`config.mk`:
```
export PLATFORM = sky130hd
export DESIGN_NAME = mem_bus_arbiter_flat
export DESIGN_NICKNAME = d
export VERILOG_FILES = /design/src/rtl/mem_arb_pkg.sv /design/src/rtl/mem_bus_arbiter_if.sv /design/src/rtl/mem_bus_arbiter_seg_xlate.sv /design/src/rtl/mem_bus_arbiter.sv /design/src/flat_wrapper.sv
export SDC_FILE = /design/constraint.sdc
export NUM_CORES = 1
export LEC_CHECK = 0
export CAP_MARGIN = 20
export CORE_UTILIZATION = 45
export DETAILED_ROUTE_END_ITERATION = 6
export PLACE_DENSITY_LB_ADDON = 0.25
export SLEW_MARGIN = 10
export SYNTH_ARGS = -nofsm -noshare
export SYNTH_HDL_FRONTEND = slang
export SYNTH_SLANG_ARGS = --single-unit
export TNS_END_PERCENT = 20
```
`constraint.sdc`:
```
create_clock -name clk -period 3.95 [get_ports clk]
set_clock_uncertainty 0.2 [all_clocks]
set_input_delay 0.9875 -clock clk [delete_from_list [all_inputs] [get_ports clk]]
set_output_delay 0.9875 -clock clk [all_outputs]
set_load 0.01 [all_outputs]
```
`src/rtl/mem_arb_pkg.sv`:
```
// Shared types, segment constants and the VA->PA helper for the memory bus arbiter.
package mem_arb_pkg;

    typedef enum logic [1:0] {
        IDLE = 2'd0,
        INST = 2'd1,
        DATA = 2'd2,
        DONE = 2'd3
    } state_t;

    typedef enum logic {
        GNT_INST = 1'b0,
        GNT_DATA = 1'b1
    } grant_t;

    // Transfer attributes latched at grant and presented on the memory port.
    typedef struct packed {
        logic        wr;
        logic [3:0]  wstrb;
        logic [31:0] addr;
        logic [31:0] wdata;
        logic        uncached;
    } xfer_t;

    localparam logic [2:0] KSEG1_TOP    = 3'b101;
    localparam logic [1:0] UNMAPPED_TOP = 2'b10;

    // kseg0/kseg1 are direct-mapped windows onto the low 512 MB.
    function automatic logic [31:0] seg_to_phys(input logic [31:0] va);
        if (va[31:30] == UNMAPPED_TOP) begin
            return {3'b000, va[28:0]};
        end
        return va;
    endfunction

endpackage

```
`src/rtl/mem_bus_arbiter_if.sv`:
```
// Bundle of requester (fetch/data) and memory-port signals around the arbiter.
interface mem_bus_arbiter_if;

    logic        inst_req;
    logic [31:0] inst_addr;
    logic [31:0] inst_rdata;
    logic        inst_ack;
    logic        inst_err;

    logic        data_req;
    logic        data_wr;
    logic [3:0]  data_wstrb;
    logic [31:0] data_addr;
    logic [31:0] data_wdata;
    logic [31:0] data_rdata;
    logic        data_ack;
    logic        data_err;

    logic        mem_req;
    logic        mem_wr;
    logic [3:0]  mem_wstrb;
    logic [31:0] mem_addr;
    logic [31:0] mem_wdata;
    logic        mem_uncached;
    logic [31:0] mem_rdata;
    logic        mem_ready;

    // Arbiter view.
    modport slave (
        input  inst_req, inst_addr,
        output inst_rdata, inst_ack, inst_err,
        input  data_req, data_wr, data_wstrb, data_addr, data_wdata,
        output data_rdata, data_ack, data_err,
        output mem_req, mem_wr, mem_wstrb, mem_addr, mem_wdata, mem_uncached,
        input  mem_rdata, mem_ready
    );

    // Core pipeline plus memory view.
    modport master (
        output inst_req, inst_addr,
        input  inst_rdata, inst_ack, inst_err,
        output data_req, data_wr, data_wstrb, data_addr, data_wdata,
        input  data_rdata, data_ack, data_err,
        input  mem_req, mem_wr, mem_wstrb, mem_addr, mem_wdata, mem_uncached,
        output mem_rdata, mem_ready
    );

endinterface

```
`src/rtl/mem_bus_arbiter_seg_xlate.sv`:
```
// Combinational segment translation: VA -> {PA, uncached}.
module seg_xlate
    import mem_arb_pkg::*;
(
    input  logic [31:0] va,
    output logic [31:0] pa,
    output logic        uncached
);

    assign pa       = seg_to_phys(va);
    assign uncached = (va[31:29] == KSEG1_TOP);

endmodule

```
`src/rtl/mem_bus_arbiter.sv`:
```
// Fetch/data arbiter onto a single memory port with segment translation and wait watchdog.
// Define ARB_ROUND_ROBIN_EN for round-robin arbitration; default is fixed data-over-fetch priority.
module mem_bus_arbiter
    import mem_arb_pkg::*;
#(
    parameter int MAX_WAIT = 255
)(
    input  logic              clk,
    input  logic              resetn,
    mem_bus_arbiter_if.slave  bus
);

    localparam logic [7:0] WAIT_LAST = 8'(MAX_WAIT - 1);

    state_t      state;
    state_t      state_nx;
    grant_t      last_grant;
    xfer_t       xfer_q;
    logic [7:0]  wait_cnt;
    logic        err_q;
    logic [31:0] inst_rdata_q;
    logic [31:0] data_rdata_q;

    logic        any_req;
    logic        pick_data;
    logic        timeout;
    logic [31:0] sel_va;
    logic [31:0] sel_pa;
    logic        sel_uncached;

    assign any_req = bus.inst_req | bus.data_req;

`ifdef ARB_ROUND_ROBIN_EN
    assign pick_data = bus.data_req & (~bus.inst_req | (last_grant == GNT_INST));
`else
    assign pick_data = bus.data_req;
`endif

    assign sel_va  = pick_data ? bus.data_addr : bus.inst_addr;
    assign timeout = (wait_cnt == WAIT_LAST);

    seg_xlate u_seg_xlate (
        .va       (sel_va),
        .pa       (sel_pa),
        .uncached (sel_uncached)
    );

    // NOTE: sequential state uses non-blocking assignments so every flop samples pre-edge values.
    always_ff @(posedge clk or negedge resetn) begin
        if (!resetn) begin
            state <= IDLE;
        end else begin
            state <= state_nx;
        end
    end

    // NOTE: default assignment first so no path through the case leaves state_nx unassigned (no latch).
    always_comb begin
        state_nx = state;
        case (state)
            IDLE:       if (any_req) state_nx = pick_data ? DATA : INST;
            INST, DATA: if (bus.mem_ready || timeout) state_nx = DONE;
            DONE:       state_nx = IDLE;
            default:    state_nx = IDLE;
        endcase
    end

    // NOTE: datapath registers are reset as well, because every output must read 0 out of reset.
    always_ff @(posedge clk or negedge resetn) begin
        if (!resetn) begin
            last_grant   <= GNT_INST;
            xfer_q       <= '0;
            wait_cnt     <= '0;
            err_q        <= 1'b0;
            inst_rdata_q <= '0;
            data_rdata_q <= '0;
        end else begin
            case (state)
                IDLE: begin
                    if (any_req) begin
                        last_grant      <= pick_data ? GNT_DATA : GNT_INST;
                        xfer_q.addr     <= sel_pa;
                        xfer_q.uncached <= sel_uncached;
                        xfer_q.wr       <= pick_data & bus.data_wr;
                        xfer_q.wstrb    <= pick_data ? bus.data_wstrb : 4'b0000;
                        xfer_q.wdata    <= pick_data ? bus.data_wdata : 32'h0;
                        wait_cnt        <= '0;
                        err_q           <= 1'b0;
                    end
                end
                INST, DATA: begin
                    if (bus.mem_ready) begin
                        if (state == INST) inst_rdata_q <= bus.mem_rdata;
                        else               data_rdata_q <= bus.mem_rdata;
                    end else if (timeout) begin
                        // Watchdog abort: return zero data and flag the error on the ack.
                        if (state == INST) inst_rdata_q <= 32'h0;
                        else               data_rdata_q <= 32'h0;
                        err_q <= 1'b1;
                    end else begin
                        wait_cnt <= wait_cnt + 8'd1;
                    end
                end
                default: ;
            endcase
        end
    end

    always_comb begin
        bus.mem_req  = 1'b0;
        bus.inst_ack = 1'b0;
        bus.inst_err = 1'b0;
        bus.data_ack = 1'b0;
        bus.data_err = 1'b0;
        case (state)
            INST, DATA: bus.mem_req = 1'b1;
            DONE: begin
                bus.inst_ack = (last_grant == GNT_INST);
                bus.inst_err = (last_grant == GNT_INST) & err_q;
                bus.data_ack = (last_grant == GNT_DATA);
                bus.data_err = (last_grant == GNT_DATA) & err_q;
            end
            default: ;
        endcase
    end

    assign bus.mem_wr       = xfer_q.wr;
    assign bus.mem_wstrb    = xfer_q.wstrb;
    assign bus.mem_addr     = xfer_q.addr;
    assign bus.mem_wdata    = xfer_q.wdata;
    assign bus.mem_uncached = xfer_q.uncached;
    assign bus.inst_rdata   = inst_rdata_q;
    assign bus.data_rdata   = data_rdata_q;

endmodule

```
`src/flat_wrapper.sv`:
```
// flat-port wrapper written by rule: the top's interface ports become plain ports
module mem_bus_arbiter_flat import mem_arb_pkg::*;
#(
    parameter int MAX_WAIT = 255
)
  (clk, resetn, bus_inst_req, bus_inst_addr, bus_inst_rdata, bus_inst_ack, bus_inst_err, bus_data_req, bus_data_wr, bus_data_wstrb, bus_data_addr, bus_data_wdata, bus_data_rdata, bus_data_ack, bus_data_err, bus_mem_req, bus_mem_wr, bus_mem_wstrb, bus_mem_addr, bus_mem_wdata, bus_mem_uncached, bus_mem_rdata, bus_mem_ready);
  mem_bus_arbiter_if bus_i ();
  input  logic clk;
  input  logic resetn;
  input wire logic [$bits(bus_i.inst_req)-1:0] bus_inst_req;
  input wire logic [$bits(bus_i.inst_addr)-1:0] bus_inst_addr;
  output wire logic [$bits(bus_i.inst_rdata)-1:0] bus_inst_rdata;
  output wire logic [$bits(bus_i.inst_ack)-1:0] bus_inst_ack;
  output wire logic [$bits(bus_i.inst_err)-1:0] bus_inst_err;
  input wire logic [$bits(bus_i.data_req)-1:0] bus_data_req;
  input wire logic [$bits(bus_i.data_wr)-1:0] bus_data_wr;
  input wire logic [$bits(bus_i.data_wstrb)-1:0] bus_data_wstrb;
  input wire logic [$bits(bus_i.data_addr)-1:0] bus_data_addr;
  input wire logic [$bits(bus_i.data_wdata)-1:0] bus_data_wdata;
  output wire logic [$bits(bus_i.data_rdata)-1:0] bus_data_rdata;
  output wire logic [$bits(bus_i.data_ack)-1:0] bus_data_ack;
  output wire logic [$bits(bus_i.data_err)-1:0] bus_data_err;
  output wire logic [$bits(bus_i.mem_req)-1:0] bus_mem_req;
  output wire logic [$bits(bus_i.mem_wr)-1:0] bus_mem_wr;
  output wire logic [$bits(bus_i.mem_wstrb)-1:0] bus_mem_wstrb;
  output wire logic [$bits(bus_i.mem_addr)-1:0] bus_mem_addr;
  output wire logic [$bits(bus_i.mem_wdata)-1:0] bus_mem_wdata;
  output wire logic [$bits(bus_i.mem_uncached)-1:0] bus_mem_uncached;
  input wire logic [$bits(bus_i.mem_rdata)-1:0] bus_mem_rdata;
  input wire logic [$bits(bus_i.mem_ready)-1:0] bus_mem_ready;
  assign bus_i.inst_req = bus_inst_req;
  assign bus_i.inst_addr = bus_inst_addr;
  assign bus_inst_rdata = bus_i.inst_rdata;
  assign bus_inst_ack = bus_i.inst_ack;
  assign bus_inst_err = bus_i.inst_err;
  assign bus_i.data_req = bus_data_req;
  assign bus_i.data_wr = bus_data_wr;
  assign bus_i.data_wstrb = bus_data_wstrb;
  assign bus_i.data_addr = bus_data_addr;
  assign bus_i.data_wdata = bus_data_wdata;
  assign bus_data_rdata = bus_i.data_rdata;
  assign bus_data_ack = bus_i.data_ack;
  assign bus_data_err = bus_i.data_err;
  assign bus_mem_req = bus_i.mem_req;
  assign bus_mem_wr = bus_i.mem_wr;
  assign bus_mem_wstrb = bus_i.mem_wstrb;
  assign bus_mem_addr = bus_i.mem_addr;
  assign bus_mem_wdata = bus_i.mem_wdata;
  assign bus_mem_uncached = bus_i.mem_uncached;
  assign bus_i.mem_rdata = bus_mem_rdata;
  assign bus_i.mem_ready = bus_mem_ready;
  mem_bus_arbiter #(.MAX_WAIT(MAX_WAIT)) u_core (.clk(clk), .resetn(resetn), .bus(bus_i));
endmodule
```
-- Yosys cells after proc, flatten, opt, wreduce, memory -nomap -nowiden
Index checks and enable logic that the tools add are counted.
- logic and storage cells: 72
- input port bits: 138
- flip-flop bits (word level): 146
- output and inout port bits: 139
- bitwise logic cells: 6
- multiplexer cells: 32
- $add $sub $neg: 1
- equal/unequal tests: 11
- reduce and logical (&&, ||, !) cells: 11
- operators with widths (operator ; number):
    32-bit two-way mux ; 12
    8-bit two-way mux ; 3
    8-bit case mux with 2 select lines ; 1
    1-bit two-way mux ; 10
    8-bit by 1-bit adder with 8-bit output, second input constant ; 1
    8-bit equality test, second input constant ; 1
    4-bit AND reduction ; 2
    2-bit equality test, second input constant ; 3
    2-bit two-way mux ; 3
    2-bit by 1-bit inequality test with 1-bit output, second input constant ; 3
    2-bit case mux with 3 select lines ; 1
    3-bit AND reduction ; 2
    4-bit two-way mux ; 1
    2-bit inequality test, second input constant ; 2
    2-bit AND reduction ; 2
    2-bit nonzero test ; 2
    1-bit bitwise AND ; 3
    3-bit equality test, second input constant ; 1
    2-bit by 1-bit equality test with 1-bit output, second input constant ; 1
    2-bit zero test ; 1
    1-bit NOT ; 2
    1-bit case mux with 2 select lines ; 1
    2-bit OR reduction ; 1
    1-bit logical OR ; 1
    1-bit bitwise OR ; 1

-- Depth between registers and ports, before layout
Gate-level depths: netlist (run 1).
- depth in word-level cells: 4
- gate-level depth with buffers: 8
- mapped depth without buffers: 6

-- Cells and area by module
From an unflattened synthesis (run 1), not the netlist that was laid out.
- cells, all modules: 533
- area, all modules: 6343.6 um2
- by module, submodules not included (module ; instances ; seq. area each (um2) ; area an instance (um2) ; cells each):
    mem_bus_arbiter ; 1 ; 3653.5 ; 6098.3 ; 499
    seg_xlate ; 1 ; 0.0 ; 245.2 ; 34

-- Worst setup path before layout (run 1)
Ideal clock, no wire load.
- path type: in2reg
- start: input port bus_mem_ready
- end: register u_core.wait_cnt[6]
- path slack: 1.674 ns
- path buffers: 1
- required time: 3.629 ns
- data arrival time: 1.955 ns
- stages on the path: 4
- path through: buf_2 -> nor4b_1 -> mux2_2 -> a22o_1
- cells in the longest elaborated chain, start to end: 2
- RTL lines (what ; RTL line ; RTL):
    start: declaration ; flat_wrapper.sv:30 ; input wire logic [$bits(bus_i.mem_ready)-1:0] bus_mem_ready;
    2-bit inequality test (no source line) ; - ;
    4-bit AND reduction (no source line) ; - ;
    end signal: assignment ; mem_bus_arbiter.sv:101 ; wait_cnt <= wait_cnt + 8'd1;
    end: declaration ; mem_bus_arbiter.sv:19 ; logic [7:0] wait_cnt;
No other way between the ends.
A chain may end at the register's enable or synchronous reset.

-- Worst setup path in the final report (run 1)
- start: register u_core.state[0]
- end: output port bus_mem_req
- cells in the longest elaborated chain, start to end: 3
- elaborated cells on any way between the ends: 4
- those cells by class: eq/ne: 2; mux: 1; reduce/logical: 1
- RTL lines (what ; RTL line ; RTL):
    start: declaration ; mem_bus_arbiter.sv:15 ; state_t state;
    start signal: assignment ; mem_bus_arbiter.sv:53 ; state <= state_nx;
    2-bit by 1-bit equality test with 1-bit output or 2-bit equality test (tied branches) ; mem_bus_arbiter.sv:115 ; case (state)
    2-bit OR reduction (*) ; mem_bus_arbiter.sv:115 ;
    1-bit two-way mux (*) ; mem_bus_arbiter.sv:115 ;
    end: declaration ; flat_wrapper.sv:23 ; output wire logic [$bits(bus_i.mem_req)-1:0] bus_mem_req;
Every way passes the cells marked *; elsewhere a longest branch is shown, timed or not.

==> results of run 1 <==
layout make-up:
cell class	instances	area [sq um]
clock buffers	19	453
well taps	172	215
repair buffers	287	2850
fillers	862	3370
flip-flops and latches	146	3650
inverters	6	22.5
diodes	1	2.50
multi-input cells	275	2150
clock inverters	13	160
metrics by stage:
stage          setup slack (ns)  total power, mW  hold slack [ns]  instances  utilization
2_1_floorplan              1.67             4.18            0.269        470            -
3_3_place_gp               1.18             5.87            0.261        886        0.691
3_5_place_dp               1.10             6.00            0.270        886        0.691
4_1_cts                   0.772             7.67            0.283        918        0.738
5_1_grt                   0.699             8.04            0.299        919        0.739
6_report                  0.778             7.61            0.276        919        0.739
metal layers:
metal	routed length [um]	share of wire
met1	6800	0.39
met2	8400	0.48
met3	1410	0.081
met4	730	0.042
met5	0	0
critical path: stages, from the launching register on:
cell and delay (ns):
dfrtp_1 0.40, inv_1 0.06, ha_1 0.28, buf_4 0.24, clkdlybuf4s50_1 0.59
sequential cells by signal, summed over array words and instances, names as in the netlist:
register and count:
u_core.state 2, u_core.bus.mem_wr 1, u_core.bus.mem_wstrb 4, u_core.bus.mem_addr 32, u_core.err_q 1, u_core.bus.inst_rdata 32
u_core.bus.mem_wdata 32, u_core.wait_cnt 8, u_core.bus.data_rdata 32, u_core.bus.mem_uncached 1, u_core.last_grant 1
layout by cell type, fill, tap and decap left out, types with 2 or more instances in the layout:
cell type	netlist	routed
clkdlybuf4s50_1	0	273
dfrtp_1	146	146
a32o_1	64	64
nand2_1	42	42
a22o_1	40	40
o21ai_0	34	34
mux2i_1	32	32
clkbuf_16	0	17
buf_4	0	10
nand3_1	7	7
inv_1	6	6
a21oi_1	5	5
ha_1	5	5
clkinvlp_4	0	5
nor2_1	4	4
nand2b_1	4	4
and2_1	3	3
o211ai_1	3	3
bufinv_16	0	3
clkinv_2	0	3
nor2b_1	3	2
nand2_4	2	2
o22ai_1	2	2
nor4_1	2	2
mux2_2	2	2
o31ai_1	2	2
clkbuf_8	0	2
clkinv_4	0	2
buf_2	19	2
cell families (layout without fill, tap and decap cells):
kind of cell,after synthesis,in the layout,synth area share
AOI/OAI and AO/OA,158,158,0.216
other,0,1,0
DFF,146,146,0.604
buffers and inverters,49,325,0.0420
muxes,34,34,0.0567
and+or+nand+nor,78,78,0.0705
adders and majority gates,5,5,0.0103
power by group through the flow:
stage,combinational [mW],sequential (mW),clock (mW)
global route,3.66,2.64,1.74
global placement,3.33,2.54,0
CTS,3.44,2.56,1.67
finish,3.41,2.56,1.64
detailed placement,3.43,2.57,0
floorplan,1.37,2.81,0
worst paths after layout:
path | from | endpoint | slack, ns
max in group asynchronous | resetn | u_core.bus.inst_rdata[30] | 2.24
max reg2reg | u_core.wait_cnt[0] | u_core.bus.data_rdata[14] | 1.77
max | u_core.state[0] | bus_mem_req | 0.78
min reg2reg | u_core.bus.mem_addr[18] | u_core.bus.mem_addr[18] | 0.28
min | u_core.bus.mem_addr[18] | u_core.bus.mem_addr[18] | 0.28
min in group asynchronous | resetn | u_core.bus.data_rdata[29] | 0.40
==> flow_metrics.tcl, run 1 <==
set metrics [dict create \
    drtIter0Drc 423 \
    period_share 0.803 \
    coreArea_sq_um 12900 \
    grt_usage 0.260 \
    ys_seq_area_frac 0.604 \
    critPathKind "reg2out" \
    power_leakage_nw 4.08 \
    worst_pin_slew_ns 0.739 \
    grt_pass1_wl_um 28000 \
    fp-row-count 41 \
    hold_viol_final 0 \
    setup_viol 0 \
    fp.dieArea_sq_um 13900 \
    synth_edf_count 0 \
    drc 0 \
    design_area_sq_um 9510 \
    cts_buffers 17 \
    synthTopCellsByCount "dfrtp_1, a32o_1, nand2_1" \
    comb_power_share 0.448 \
    clk_pin_slew_ns 0.06 \
    gr-usage-met1 0.314 \
    power.switching_fraction 0.337 \
    syn_area_sq_um 6050 \
    ios 277 \
    yosysTopAreaCellShare 0.604 \
    status "complete, no violations" \
    antenna_found_initial 1 \
    postCtsSetupBuffers 0 \
    whs_path_depth 2 \
    syn_area_per_cell_sq_um 12.9 \
    slew_headroom 0.507 \
    clock_sink_count 146 \
    grt_pass1_vias 5152 \
    ys.flop_type "dfrtp_1" \
    grt_busiest_layer "met2" \
    p_int_mw 5.05 \
    cts_max_level 4 \
    ys_ff_latch 146 \
    grt_max_degree 81 \
    synth_top_cells_by_area "dfrtp_1, a32o_1, a22o_1" \
    r2r_cells 6 \
    hold_path.class "reg2reg" \
    worstSkewPairLatency_ns 0.42 \
    p_clk_frac 0.216 \
    ant_nets 0 \
    synth.distinct_cells 44 \
    drive_above_1_share 0.0777 \
    post-dp-hpwl_um 12300 \
    wirelength_um 17300 \
    timing.fmax_mhz 315 \
    cts_hold_buf 0 \
    p_sw_mw 2.57 \
    post-synth-top-area-cell "dfrtp_1" \
    path_max_fanout 21 \
    postPlaceCellArea_sq_um 8890 \
    ys_warn_count 0 \
    cts_tree "built" \
    drt-pass1-iter-count 5 \
    crit_required_ns 2.76 \
    p_per_area_nw_per_um2 800 \
    initial_core_util 0.470 \
    synth_nets 613 \
    worstPathArrival_ns 1.98 \
    routed_via_density 5.55 \
    clock_path_buffers 2 \
    overflow 0 \
    end_kind "output port" \
    slew_violations 0 \
    finalSetupTns_ns 0 \
    rsz0062_at_grt "no" \
    vias 5096 \
    ctsResizeCount 0 \
    synth.most_common_cell "dfrtp_1" \
    numPortBuffers 276 \
    syn-instance-count 470 \
    async_reset_ff_frac 1.00 \
    peakVddDrop_uv 334 \
    seq_power_share 0.336 \
    fin_crit_ns 3.17 \
    startpoint_type "flop" \
    grtUsageMet3 0.0833 \
    die_w_um 118 \
    final_nets 876 \
    wl_per_cell_um 18.9 \
    use_met2 0.412 \
    max_cap_violations 0 \
    cts-root-buf "clkbuf_16" \
    syn_to_final_growth_pct 57.2 \
    gp_congestion 0.819 \
    die_y_um 118 \
]
(Power assumes the default switching activity.)
==> inputs of run 2 (changes only) <==
--- a/config.mk
+++ b/config.mk
@@ -6,7 +6,7 @@
 export NUM_CORES = 1
 export LEC_CHECK = 0
 export CAP_MARGIN = 20
-export CORE_UTILIZATION = 45
+export CORE_UTILIZATION = 38
 export DETAILED_ROUTE_END_ITERATION = 6
 export PLACE_DENSITY_LB_ADDON = 0.25
 export SLEW_MARGIN = 10
==> constraint.sdc (replaced) <==
create_clock -name clk -period 2.75 [get_ports clk]
set_clock_uncertainty 0.2 [all_clocks]
set_input_delay 0.6875 -clock clk [delete_from_list [all_inputs] [get_ports clk]]
set_output_delay 0.6875 -clock clk [all_outputs]
set_load 0.01 [all_outputs]
==> flow_metrics.tcl, run 2 (synthesized netlist as in run 1, its figures left out) <==
set metrics [dict create \
    wl_per_cell_um 18.0 \
    hold_path.class "in2async" \
    initial_core_util 0.393 \
    worstPathArrival_ns 1.73 \
    ios 277 \
    grt_pass1_vias 5130 \
    clock_path_buffers 2 \
    comb_power_share 0.447 \
    final_cell_mix "clkdlybuf4s50_1, dfrtp_1, a32o_1, nand2_1, a22o_1" \
    slew_headroom 0.583 \
    finalSetupTns_ns 0 \
    fin_crit_ns 2.62 \
    syn_to_final_growth_pct 59.9 \
    fp-row-count 45 \
    crit_path_max_incr_delay_ns 0.57 \
    timing.hold.ws_ns 0.0237 \
    cts_tree "built" \
    design_area_sq_um 9670 \
    num-fill-cells 1198 \
    final_nets 880 \
    status "complete, no violations" \
    rsz0062_at_grt "no" \
    power_leakage_nw 4.15 \
    die_y_um 128 \
    p_sw_mw 3.71 \
    clock_sink_count 146 \
    crit_path_top_delay_cell "clkdlybuf4s50_1" \
    place_ws_ns 0.288 \
    drtIter0Drc 182 \
    cpLargestDelayFamily "buffers and inverters" \
    routed_via_density 5.27 \
    drive_above_1_share 0.0841 \
    post-dp-hpwl_um 12600 \
    antenna_found_initial 0 \
    cts_hold_buf 0 \
    overflow 0 \
    final_cells 960 \
    cts_max_level 4 \
    grt_pass1_wl_um 26900 \
    grt_usage 0.215 \
    slew_violations 0 \
    postPlaceCellArea_sq_um 9010 \
    layout_commonest_cell "clkdlybuf4s50_1" \
    crit_buf_inv 1 \
    period_share 0.954 \
    cts-root-buf "clkbuf_16" \
    startpoint_type "flop" \
    gp_congestion 0.848 \
    drc 0 \
    clk_pin_slew_ns 0.06 \
    power.total_mw 11.1 \
    finish.utilization 0.629 \
    fp.dieArea_sq_um 16400 \
    p_clk_frac 0.223 \
    peakVddDrop_uv 619 \
    crit_required_ns 1.86 \
    n_antenna_cell 0 \
    worstSkewPairLatency_ns 0.42 \
    cts_buffers 17 \
    hold_viol_final 0 \
    grt_max_degree 63 \
    postCtsSetupBuffers 0 \
    critPathKind "reg2out" \
    dp.cells 929 \
    die_w_um 128 \
    cp_cell_sequence "ha_4, nor2b_1, clkdlybuf4s50_1" \
    p_per_area_nw_per_um2 1150 \
    coreArea_sq_um 15400 \
    worst_pin_slew_ns 0.626 \
    wirelength_um 17300 \
    power.switching_fraction 0.333 \
    vias 5057 \
    end_kind "output port" \
    seq_power_share 0.330 \
    drt-pass1-iter-count 4 \
    path_max_fanout 4 \
    max_cap_violations 0 \
    p_int_mw 7.43 \
    setup_viol 0 \
    multi_input_area_sq_um 2170 \
    numPortBuffers 276 \
    ant_nets 0 \
    setup_slack_ns 0.128 \
    timing.fmax_mhz 381 \
    register_area_sq_um 3650 \
]
-- run 2: area by class of cell --
type / count / share of cell area
Clock buffer: 20 / 0.0483
Clock inverter: 11 / 0.0182
Inverter: 6 / 0.00233
Sequential cell: 146 / 0.378
Multi-Input combinational cell: 275 / 0.224
Timing Repair Buffer: 291 / 0.302
Tap cell: 211 / 0.0273
-- run 2: routing by layer --
metal  vias up  share of wire  GRT usage
met2       249           0.48      0.361
met5         -              0          0
met3        27          0.077     0.0659
met4         0          0.024     0.0934
li1       2330              -          -
met1      2451           0.42      0.256
-- run 2: path summary, 6_finish.rpt --
path	from	end	slack, ns	cells after the start
max in group asynchronous	resetn	u_core.bus.inst_rdata[20]	1.60	2
setup reg to reg	u_core.state[1]	u_core.bus.inst_rdata[26]	0.53	6
hold / removal	resetn	u_core.bus.data_rdata[22]	0.02	1
setup / recovery	u_core.state[0]	bus_inst_ack	0.13	3
hold reg to reg	u_core.bus.mem_addr[21]	u_core.bus.mem_addr[21]	0.28	2
min in group clk	u_core.bus.mem_addr[21]	u_core.bus.mem_addr[21]	0.28	2
-- run 2: power by group through the flow --
| stage | logic (mW) | registers [mW] | clock network, mW |
|---|---|---|---|
| after floorplan | 1.97 | 4.03 | 0 |
| after global placement | 4.90 | 3.65 | 0 |
| after detailed placement | 5.04 | 3.69 | 0 |
| after CTS | 5.04 | 3.67 | 2.54 |
| after global routing | 5.36 | 3.79 | 2.63 |
| final | 4.99 | 3.68 | 2.49 |
-- run 2: worst register-to-register path: cells and delay by family, from the launching register on --
family | cells | cell delay, ns
adders and majority gates | 1 | 0.34
and+or+nand+nor | 2 | 0.52
DFF | 1 | 0.40
AOI/OAI and AO/OA | 1 | 0.31
buffers and inverters | 2 | 0.34
-- run 2: what timing repair did --
action                     in CTS  in global routing
setup endpoints to repair       1                  1
pin swaps                       0                  0
resized for setup               1                  3
==> inputs of run 3 (changes only) <==
--- a/config.mk
+++ b/config.mk
@@ -8,7 +8,7 @@
 export CAP_MARGIN = 20
 export CORE_UTILIZATION = 38
 export DETAILED_ROUTE_END_ITERATION = 6
-export PLACE_DENSITY_LB_ADDON = 0.25
+export PLACE_DENSITY = 0.77
 export SLEW_MARGIN = 10
 export SYNTH_ARGS = -nofsm -noshare
 export SYNTH_HDL_FRONTEND = slang
==> flow_metrics.tcl, run 3 (synthesized netlist as in run 1, its figures left out) <==
set metrics [dict create \
    status "complete, no violations" \
    clock_sink_count 146 \
    worst_pin_slew_ns 0.643 \
    cts_tree "built" \
    gp_congestion 0.788 \
    clock_path_buffers 2 \
    n_antenna_cell 0 \
    slew_headroom 0.571 \
    period_share 0.972 \
    drtIter0Drc 281 \
    die_y_um 128 \
    multi_input_area_sq_um 2150 \
    cts_buffers 17 \
    peakVddDrop_uv 435 \
    cts_max_level 4 \
    drc 0 \
    fin_crit_ns 2.67 \
    post-dp-hpwl_um 12200 \
    hold_path.class "reg2reg" \
    grt_usage 0.212 \
    grt_pass1_wl_um 26600 \
    postCtsSetupBuffers 0 \
    critPathKind "reg2out" \
    numPortBuffers 276 \
    ctsResizeCount 0 \
    fp.dieArea_sq_um 16400 \
    overflow 0 \
    grt_pass1_vias 5106 \
    wl_per_cell_um 17.8 \
    syn_to_final_growth_pct 58.6 \
    path_max_fanout 4 \
    slew_violations 0 \
    max_cap_violations 0 \
    finalSetupTns_ns 0 \
    design_area_sq_um 9590 \
    routed_via_density 5.28 \
    layout_commonest_cell "clkdlybuf4s50_1" \
    cp_cell_sequence "inv_1, ha_1, clkdlybuf4s50_1" \
    postPlaceCellArea_sq_um 8980 \
    startpoint_type "flop" \
    crit_required_ns 1.86 \
    wirelength_um 17100 \
    setup_viol 0 \
    drt-pass1-iter-count 4 \
    end_kind "output port" \
    hold_viol_final 0 \
    grt_max_degree 67 \
    ant_nets 0 \
    die_w_um 128 \
    initial_core_util 0.393 \
    crit_path_max_incr_delay_ns 0.60 \
    final_nets 879 \
    rsz0062_at_grt "no" \
    p_per_area_nw_per_um2 1140 \
    final_cell_mix "clkdlybuf4s50_1, dfrtp_1, a32o_1, nand2_1, a22o_1" \
    coreArea_sq_um 15400 \
    power_leakage_nw 4.11 \
    vias 5064 \
    drive_above_1_share 0.0788 \
    worstPathArrival_ns 1.78 \
    antenna_found_initial 0 \
    cts-root-buf "clkbuf_16" \
    clk_pin_slew_ns 0.06 \
    ios 277 \
    worstSkewPairLatency_ns 0.41 \
    num-fill-cells 1186 \
    fp-row-count 45 \
    timing.fmax_mhz 374 \
    crit_path_top_delay_cell "clkdlybuf4s50_1" \
    register_area_sq_um 3650 \
]
-- run 3: layout make-up --
cell class	count	share of cell area
Tap cell	211	0.0275
Inverter	6	0.00235
Clock inverter	11	0.0133
Timing Repair Buffer	290	0.302
Multi-Input combinational cell	275	0.225
Clock buffer	21	0.0490
Sequential cell	146	0.381
-- run 3: final timing paths --
kind	start	endpoint	slack, ns	depth (start not counted)
worst max-delay path	u_core.state[0]	bus_mem_req	0.08	3
worst max register to register	u_core.wait_cnt[0]	u_core.bus.inst_rdata[13]	0.56	6
max in group asynchronous	resetn	u_core.bus.mem_wdata[21]	1.23	3
worst min-delay path	u_core.bus.mem_addr[3]	u_core.bus.mem_addr[3]	0.28	2
min in group asynchronous	resetn	u_core.bus.inst_rdata[17]	0.50	2
worst min register to register	u_core.bus.mem_addr[3]	u_core.bus.mem_addr[3]	0.28	2
-- run 3: per-stage QoR --
| stage | util | total power [mW] | std cells | worst slack (ns) | hold slack (ns) |
|---|---|---|---|---|---|
| after floorplan | - | 6.00 | 470 | 0.774 | 0.192 |
| after global placement | 0.584 | 8.49 | 927 | 0.307 | 0.263 |
| after detailed placement | 0.584 | 8.68 | 927 | 0.301 | 0.270 |
| after CTS | 0.624 | 11.0 | 960 | 0.0539 | 0.284 |
| after global routing | 0.624 | 11.5 | 960 | 0.00779 | 0.296 |
| final | 0.624 | 10.9 | 960 | 0.0777 | 0.281 |
-- run 3: timing repair --
item,in CTS,in global routing
setup endpoints to repair,0,0
hold buffers,1,0
hold endpoints to repair,22,0
-- run 3: critical path: cells and delay by family, from the launching register on --
family     cells  cell delay (ns)
flops          1             0.40
buf+inv        2             0.66
fa+ha+maj      1             0.30
-- run 3: where the power goes --
group	switching, mW	total (mW)	internal [mW]
clock network	0.896	2.31	1.41
registers	0.565	3.67	3.10
logic	2.22	4.93	2.71
-- run 3: metal layers --
| metal | global-route usage | part of all wire |
|---|---|---|
| met3 | 0.0643 | 0.070 |
| met5 | 0 | 0 |
| met4 | 0.0817 | 0.016 |
| met2 | 0.362 | 0.51 |
| met1 | 0.251 | 0.40 |
